==> src/rtl/rs_pkg.sv <==
// Shared RS(15,9) codec types and defaults for the GF(16) datapath blocks.
// Holds the symbol/polynomial typedefs, the multiplier scheduler state
// encoding and the polynomial multiplier latency.
package rs_pkg;

  localparam int unsigned WORD_WIDTH = 4;
  localparam int unsigned N_NUM      = 6;

  // Edges from multiplier start to a valid product.
  localparam int unsigned PMUL_LAT   = N_NUM + 2;

  typedef logic [WORD_WIDTH-1:0] gf_word_t;
  typedef gf_word_t [N_NUM-1:0]  poly_t;

  typedef enum logic [1:0] {
    IDLE  = 2'd0,
    START = 2'd1,
    WAIT  = 2'd2,
    DONE  = 2'd3
  } pmul_state_t;

endpackage

==> src/rtl/rr_arb.sv <==
// Combinational round-robin picker: selects the first set request bit at or
// after ptr_i, wrapping around. Reusable by any shared GF resource.
// Ports:
//   req_i        request vector, one bit per requester
//   ptr_i        index with the highest priority this round
//   winner_oh_c  one-hot winner (all zero when no request)
//   winner_idx_c binary winner index (0 when no request)
//   valid_c      at least one request is pending
module rr_arb #(
  parameter int unsigned N  = 2,
  parameter int unsigned PW = (N > 1) ? $clog2(N) : 1
) (
  input  logic [N-1:0]  req_i,
  input  logic [PW-1:0] ptr_i,
  output logic [N-1:0]  winner_oh_c,
  output logic [PW-1:0] winner_idx_c,
  output logic          valid_c
);

  // Scan N positions starting at ptr_i; the first hit wins.
  always_comb begin
    winner_oh_c  = '0;
    winner_idx_c = '0;
    valid_c      = 1'b0;
    for (int unsigned k = 0; k < N; k++) begin
      if (!valid_c && req_i[PW'((32'(ptr_i) + k) % N)]) begin
        valid_c      = 1'b1;
        winner_idx_c = PW'((32'(ptr_i) + k) % N);
        winner_oh_c[PW'((32'(ptr_i) + k) % N)] = 1'b1;
      end
    end
  end

endmodule

==> src/rtl/pmul_sched.sv <==
// Round-robin scheduler sharing one GF(16) polynomial multiplier between
// N_REQ requesters. Grants one requester, latches its operands, pulses the
// multiplier start, waits the fixed multiplier latency, captures the product
// and pulses done back to the owner.
// Ports:
//   clk, rst_n    clock, asynchronous active-low reset
//   req_i         level requests, held until the matching done_o
//   opa_i, opb_i  per-requester operand polynomials
//   gnt_o         one-cycle grant pulse (operands latched on that edge)
//   done_o        one-cycle completion pulse to the owner
//   res_o         captured product, held until the next capture
//   busy_o        scheduler not idle
//   err_o         sticky: multiplier not ready at capture
//   mult_en_o     one-cycle multiplier start
//   mult_a_o/b_o  latched operands to the multiplier
//   mult_ready_i  multiplier ready status (status only, not timing)
//   mult_res_i    multiplier product
module pmul_sched
  import rs_pkg::*;
#(
  parameter int unsigned WORD_WIDTH = rs_pkg::WORD_WIDTH,
  parameter int unsigned N_NUM      = rs_pkg::N_NUM,
  parameter int unsigned N_REQ      = 2,
  parameter int unsigned CNT_WIDTH  = 4
) (
  input  logic                                         clk,
  input  logic                                         rst_n,
  input  logic [N_REQ-1:0]                             req_i,
  input  logic [N_REQ-1:0][N_NUM-1:0][WORD_WIDTH-1:0]  opa_i,
  input  logic [N_REQ-1:0][N_NUM-1:0][WORD_WIDTH-1:0]  opb_i,
  output logic [N_REQ-1:0]                             gnt_o,
  output logic [N_REQ-1:0]                             done_o,
  output logic [N_NUM-1:0][WORD_WIDTH-1:0]             res_o,
  output logic                                         busy_o,
  output logic                                         err_o,
  output logic                                         mult_en_o,
  output logic [N_NUM-1:0][WORD_WIDTH-1:0]             mult_a_o,
  output logic [N_NUM-1:0][WORD_WIDTH-1:0]             mult_b_o,
  input  logic                                         mult_ready_i,
  input  logic [N_NUM-1:0][WORD_WIDTH-1:0]             mult_res_i
);

  localparam int unsigned PW = (N_REQ > 1) ? $clog2(N_REQ) : 1;

  typedef logic [N_NUM-1:0][WORD_WIDTH-1:0] vec_t;

  pmul_state_t          state_q, state_d;
  logic [CNT_WIDTH-1:0] cnt_q, cnt_d;
  logic [PW-1:0]        rr_ptr_q, rr_ptr_d;
  logic [PW-1:0]        owner_q, owner_d;
  logic [N_REQ-1:0]     gnt_q, gnt_d;
  logic [N_REQ-1:0]     done_q, done_d;
  vec_t                 res_q, res_d;
  logic                 busy_q, busy_d;
  logic                 err_q, err_d;
  logic                 mult_en_q, mult_en_d;
  vec_t                 mult_a_q, mult_a_d;
  vec_t                 mult_b_q, mult_b_d;

  logic [N_REQ-1:0]     win_oh_c;
  logic [PW-1:0]        win_idx_c;
  logic                 win_valid_c;

  rr_arb #(
    .N  (N_REQ),
    .PW (PW)
  ) u_rr_arb (
    .req_i        (req_i),
    .ptr_i        (rr_ptr_q),
    .winner_oh_c  (win_oh_c),
    .winner_idx_c (win_idx_c),
    .valid_c      (win_valid_c)
  );

  // Next-state and output logic; pulses default low every cycle.
  always_comb begin
    state_d   = state_q;
    cnt_d     = cnt_q;
    rr_ptr_d  = rr_ptr_q;
    owner_d   = owner_q;
    gnt_d     = '0;
    done_d    = '0;
    res_d     = res_q;
    err_d     = err_q;
    mult_en_d = 1'b0;
    mult_a_d  = mult_a_q;
    mult_b_d  = mult_b_q;

    unique case (state_q)
      IDLE: begin
        if (win_valid_c) begin
          owner_d   = win_idx_c;
          mult_a_d  = opa_i[win_idx_c];
          mult_b_d  = opb_i[win_idx_c];
          gnt_d     = win_oh_c;
          mult_en_d = 1'b1;
          rr_ptr_d  = (32'(win_idx_c) == N_REQ - 1) ? '0 : PW'(win_idx_c + PW'(1));
          state_d   = START;
        end
      end
      START: begin
        // Reloaded here every job, so the down-counter never wraps.
        cnt_d   = CNT_WIDTH'(N_NUM + 1);
        state_d = WAIT;
      end
      WAIT: begin
        if (cnt_q == '0) begin
          res_d           = mult_res_i;
          done_d[owner_q] = 1'b1;
          err_d           = err_q | ~mult_ready_i;
          state_d         = DONE;
        end else begin
          cnt_d = cnt_q - CNT_WIDTH'(1);
        end
      end
      DONE: begin
        state_d = IDLE;
      end
      default: begin
        state_d = IDLE;
      end
    endcase

    busy_d = (state_d != IDLE);
  end

  // State and output registers.
  always_ff @(posedge clk or negedge rst_n) begin
    if (!rst_n) begin
      state_q   <= IDLE;
      cnt_q     <= '0;
      rr_ptr_q  <= '0;
      owner_q   <= '0;
      gnt_q     <= '0;
      done_q    <= '0;
      res_q     <= '0;
      busy_q    <= 1'b0;
      err_q     <= 1'b0;
      mult_en_q <= 1'b0;
      mult_a_q  <= '0;
      mult_b_q  <= '0;
    end else begin
      state_q   <= state_d;
      cnt_q     <= cnt_d;
      rr_ptr_q  <= rr_ptr_d;
      owner_q   <= owner_d;
      gnt_q     <= gnt_d;
      done_q    <= done_d;
      res_q     <= res_d;
      busy_q    <= busy_d;
      err_q     <= err_d;
      mult_en_q <= mult_en_d;
      mult_a_q  <= mult_a_d;
      mult_b_q  <= mult_b_d;
    end
  end

  assign gnt_o     = gnt_q;
  assign done_o    = done_q;
  assign res_o     = res_q;
  assign busy_o    = busy_q;
  assign err_o     = err_q;
  assign mult_en_o = mult_en_q;
  assign mult_a_o  = mult_a_q;
  assign mult_b_o  = mult_b_q;

endmodule

==> config.mk <==
export PLATFORM = sky130hd
export DESIGN_NAME = pmul_sched
export DESIGN_NICKNAME = d
export VERILOG_FILES = /design/src/rtl/rs_pkg.sv /design/src/rtl/rr_arb.sv /design/src/rtl/pmul_sched.sv
export SDC_FILE = /design/constraint.sdc
export NUM_CORES = 1
export LEC_CHECK = 0
export ABC_AREA = 1
export ABC_CLOCK_PERIOD_IN_PS = 2750
export CAP_MARGIN = 5
export CORE_ASPECT_RATIO = 1.5
export CORE_UTILIZATION = 44
export CTS_CLUSTER_DIAMETER = 200
export DETAILED_ROUTE_END_ITERATION = 6
export HOLD_SLACK_MARGIN = 0.02
export PLACE_DENSITY = 0.94
export SYNTH_ARGS = -nofsm -noshare
export SYNTH_HDL_FRONTEND = slang
export SYNTH_SLANG_ARGS = --single-unit
export TNS_END_PERCENT = 100
==> constraint.sdc <==
create_clock -name clk -period 2.75 [get_ports clk]
set_clock_uncertainty 0.2 [all_clocks]
set_input_delay 0.6875 -clock clk [delete_from_list [all_inputs] [get_ports clk]]
set_output_delay 0.6875 -clock clk [all_outputs]
set_load 0.03 [all_outputs]
==> run metrics <==
outcome complete, no violations; total iterations of the first detailed-routing run 5; leakage approximately 3.3 nW; mux contribution to synthesized area 0%; Rows between 40 and 50; pwr/cell area 1160 mW/mm2; period utilization between 80% and 90%; Setup Crit Path Kind flip-flop to output pin; worst min path class input pin to asynchronous set/reset pin; first-pass GRT wire length ~20000 um; Setup crit end kind output pin; Final Max Tran Viols 0; Crit path max-delay family buffers and inverters; hold_buf cts 0; most common cell after layout, fill and taps aside nand2_1; worst reg-to-reg path cell count 9; top layer in use met4; Worst-Margin Slew 0.509 ns; Routed WL per cell ~15 um; DRC viols 0; register bit total from synthesis 87; # clock sinks 87; final non-filler cell area approximately 0.0065 mm2; largest net degree at the start of global routing between 60 and 70; count of final hold-check violations 0; Post-CTS Setup Repair Bufs 0; Starting DRT DRC Count 190; Synth Net Count about 700; fraction of layout cells with a size suffix above 1 4.43%; Num CTS Buffers 9; grt ovf 0; register area share after synthesis approximately 52%; slowest cell delay on critical path 0.72 ns; cells after synthesis around 550; commonest non-fill, non-tap cells in the layout nand2_1, clkdlybuf4s50_1, nand3_1, dfrtp_1, inv_1; CTS H-Tree Depth 3; RR Endpoint res_o[13]$_DFFE_PN0P_; routed wire length roughly 13000 um; syn avg cell area roughly 7.6 um2; largest family of logic cells by synthesized area simple AND/OR/NAND/NOR gates; Core ar. between 0.009 and 0.01 mm2; input/output buffers ~200; via/cell ratio 5.12; fill cell count 681; Die ar. between 0.009 and 0.01 mm2; final setup violation count 0; initial antenna violation count 0; Worst Path Max Fanout 2; Die X between 80 and 90 um; critical path, cell by cell clkdlybuf4s50_1; CTS Root Cell clkbuf_16; simple-gate share of the synthesized area slightly below 40%; GRT Total Usage 26.9%; Syn. warnings 0; Reg clk slew, reported paths about 0.060 ns; post-route ant nets 0; vias in the first global route approximately 4300; IO Pins 204; WP data arrival around 1.4 ns; Max VDD drop approximately 700 uV; Initial Util about 45%; WP buf/inv 1; number of diodes 0; slowest CP cell clkdlybuf4s50_1; Worst R2R Setup Slack around 0.61 ns; Via Count roughly 4400; DR WL met2 ~6900 um; Req. time, crit path 1.86 ns; Met3 Routed Length ~1000 um; setup TNS 0 ns; Worst setup SP type flip-flop; Adder-Cell Fraction of Synth Area under 10%; gpl congestion slightly above 0.8; fin nets 871; clk buf depth 2; Synth Area in Compound Gates 0.841%; Post-Place Cell Area between 0.006 and 0.007 mm2; Synth cell types 20; max-capacitance violation count 0; met1 wire length ~4500 um; Die H 121 um; max frequency between 0.4 and 0.5 GHz; Layout area overhead 56.9%; CTS tree done; cts repair resizes 0; Clock Latency Late Sink about 0.34 ns; r2r startpoint state_q[0]$_DFF_PN0_; xor and xnor area share after synthesis 0%; Tmin final between 2 and 2.5 ns; post-DP HPWL around 9300 um; slew margin rel. 66.0%; cell area after synthesis about 0.0042 mm2; RSZ-0062 raised after global routing no
flip-flops by register name, indices dropped and copies added, names as in the netlist, 2 cells and up:
| name | flops |
|---|---|
| mult_b_o | 24 |
| state_q | 2 |
| done_o | 2 |
| gnt_o | 2 |
| mult_a_o | 24 |
| cnt_q | 4 |
| res_o | 24 |
how the worst max path moves through the flow:
stage | start | endpoint | slack [ns] | cells after the start
final | mult_b_o[4]$_DFFE_PN0P_ | mult_b_o[4] | 0.44 | 1
after detailed placement | req_i[0] | rr_ptr_q$_DFFE_PN0P_ | 0.26 | 8
after global placement | req_i[0] | mult_a_o[14]$_DFFE_PN0P_ | 0.38 | 8
after global routing | mult_b_o[4]$_DFFE_PN0P_ | mult_b_o[4] | 0.42 | 1
after floorplan | req_i[1] | mult_a_o[10]$_DFFE_PN0P_ | 0.96 | 8
after CTS | mult_b_o[4]$_DFFE_PN0P_ | mult_b_o[4] | 0.44 | 1
routing by layer:
| metal | vias to the layer above | global-route usage, % |
|---|---|---|
| met4 | 0 | 14.1 |
| met3 | 33 | 5.56 |
| met5 | - | 0 |
| met1 | 2030 | 28.2 |
| met2 | 233 | 48.6 |
| li1 | 2096 | - |
Yosys cell counts, drive strengths merged:
| library cell | n | area [um2] |
|---|---|---|
| o21ai | 4 | 20.0 |
| buf | 27 | 145 |
| nor2 | 9 | 33.8 |
| or2 | 1 | 6.26 |
| nor3b | 1 | 7.51 |
| nand3b | 2 | 15.0 |
| dfrtp | 87 | 2180 |
| o21bai | 2 | 15.0 |
| clkbuf | 6 | 22.5 |
| inv | 24 | 90.1 |
| nand3 | 95 | 475 |
| ha | 5 | 62.6 |
| nor3 | 1 | 5.00 |
| nand2 | 287 | 1090 |
stage by stage:
stage          util [%]  cells  total power, W  setup WS [ns]  hold WS [ns]
2_1_floorplan         -    551         0.00469          0.960         0.192
3_3_place_gp       68.0    842         0.00623          0.376         0.254
3_5_place_dp       68.0    842         0.00641          0.258         0.253
4_1_cts            71.1    857         0.00761          0.442        0.0233
5_1_grt            71.1    857         0.00804          0.424        0.0428
6_report           71.1    857         0.00757          0.441        0.0258
cells by family after synthesis:
group,Yosys count
compound gates,6
fa+ha+maj,5
buf+inv,57
flops,87
simple gates,396
power breakdown:
part           leakage, nW  internal (W)  total (W)  switching [W]
Clock                0.135      0.000696    0.00117       0.000473
Combinational         2.09       0.00161    0.00415        0.00254
Sequential            1.07       0.00190    0.00225       0.000359
final cells by class:
type,count,area [um2],share of cell area (%)
Multi-Input combinational cell,407,1740,26.5
Clock inverter,4,47.5,0.727
Sequential cell,87,2180,33.3
Timing Repair Buffer,212,2120,32.4
Clock buffer,11,233,3.56
Inverter,24,90.1,1.38
Tap cell,112,140,2.14
Power figures use the tool's default switching activity.
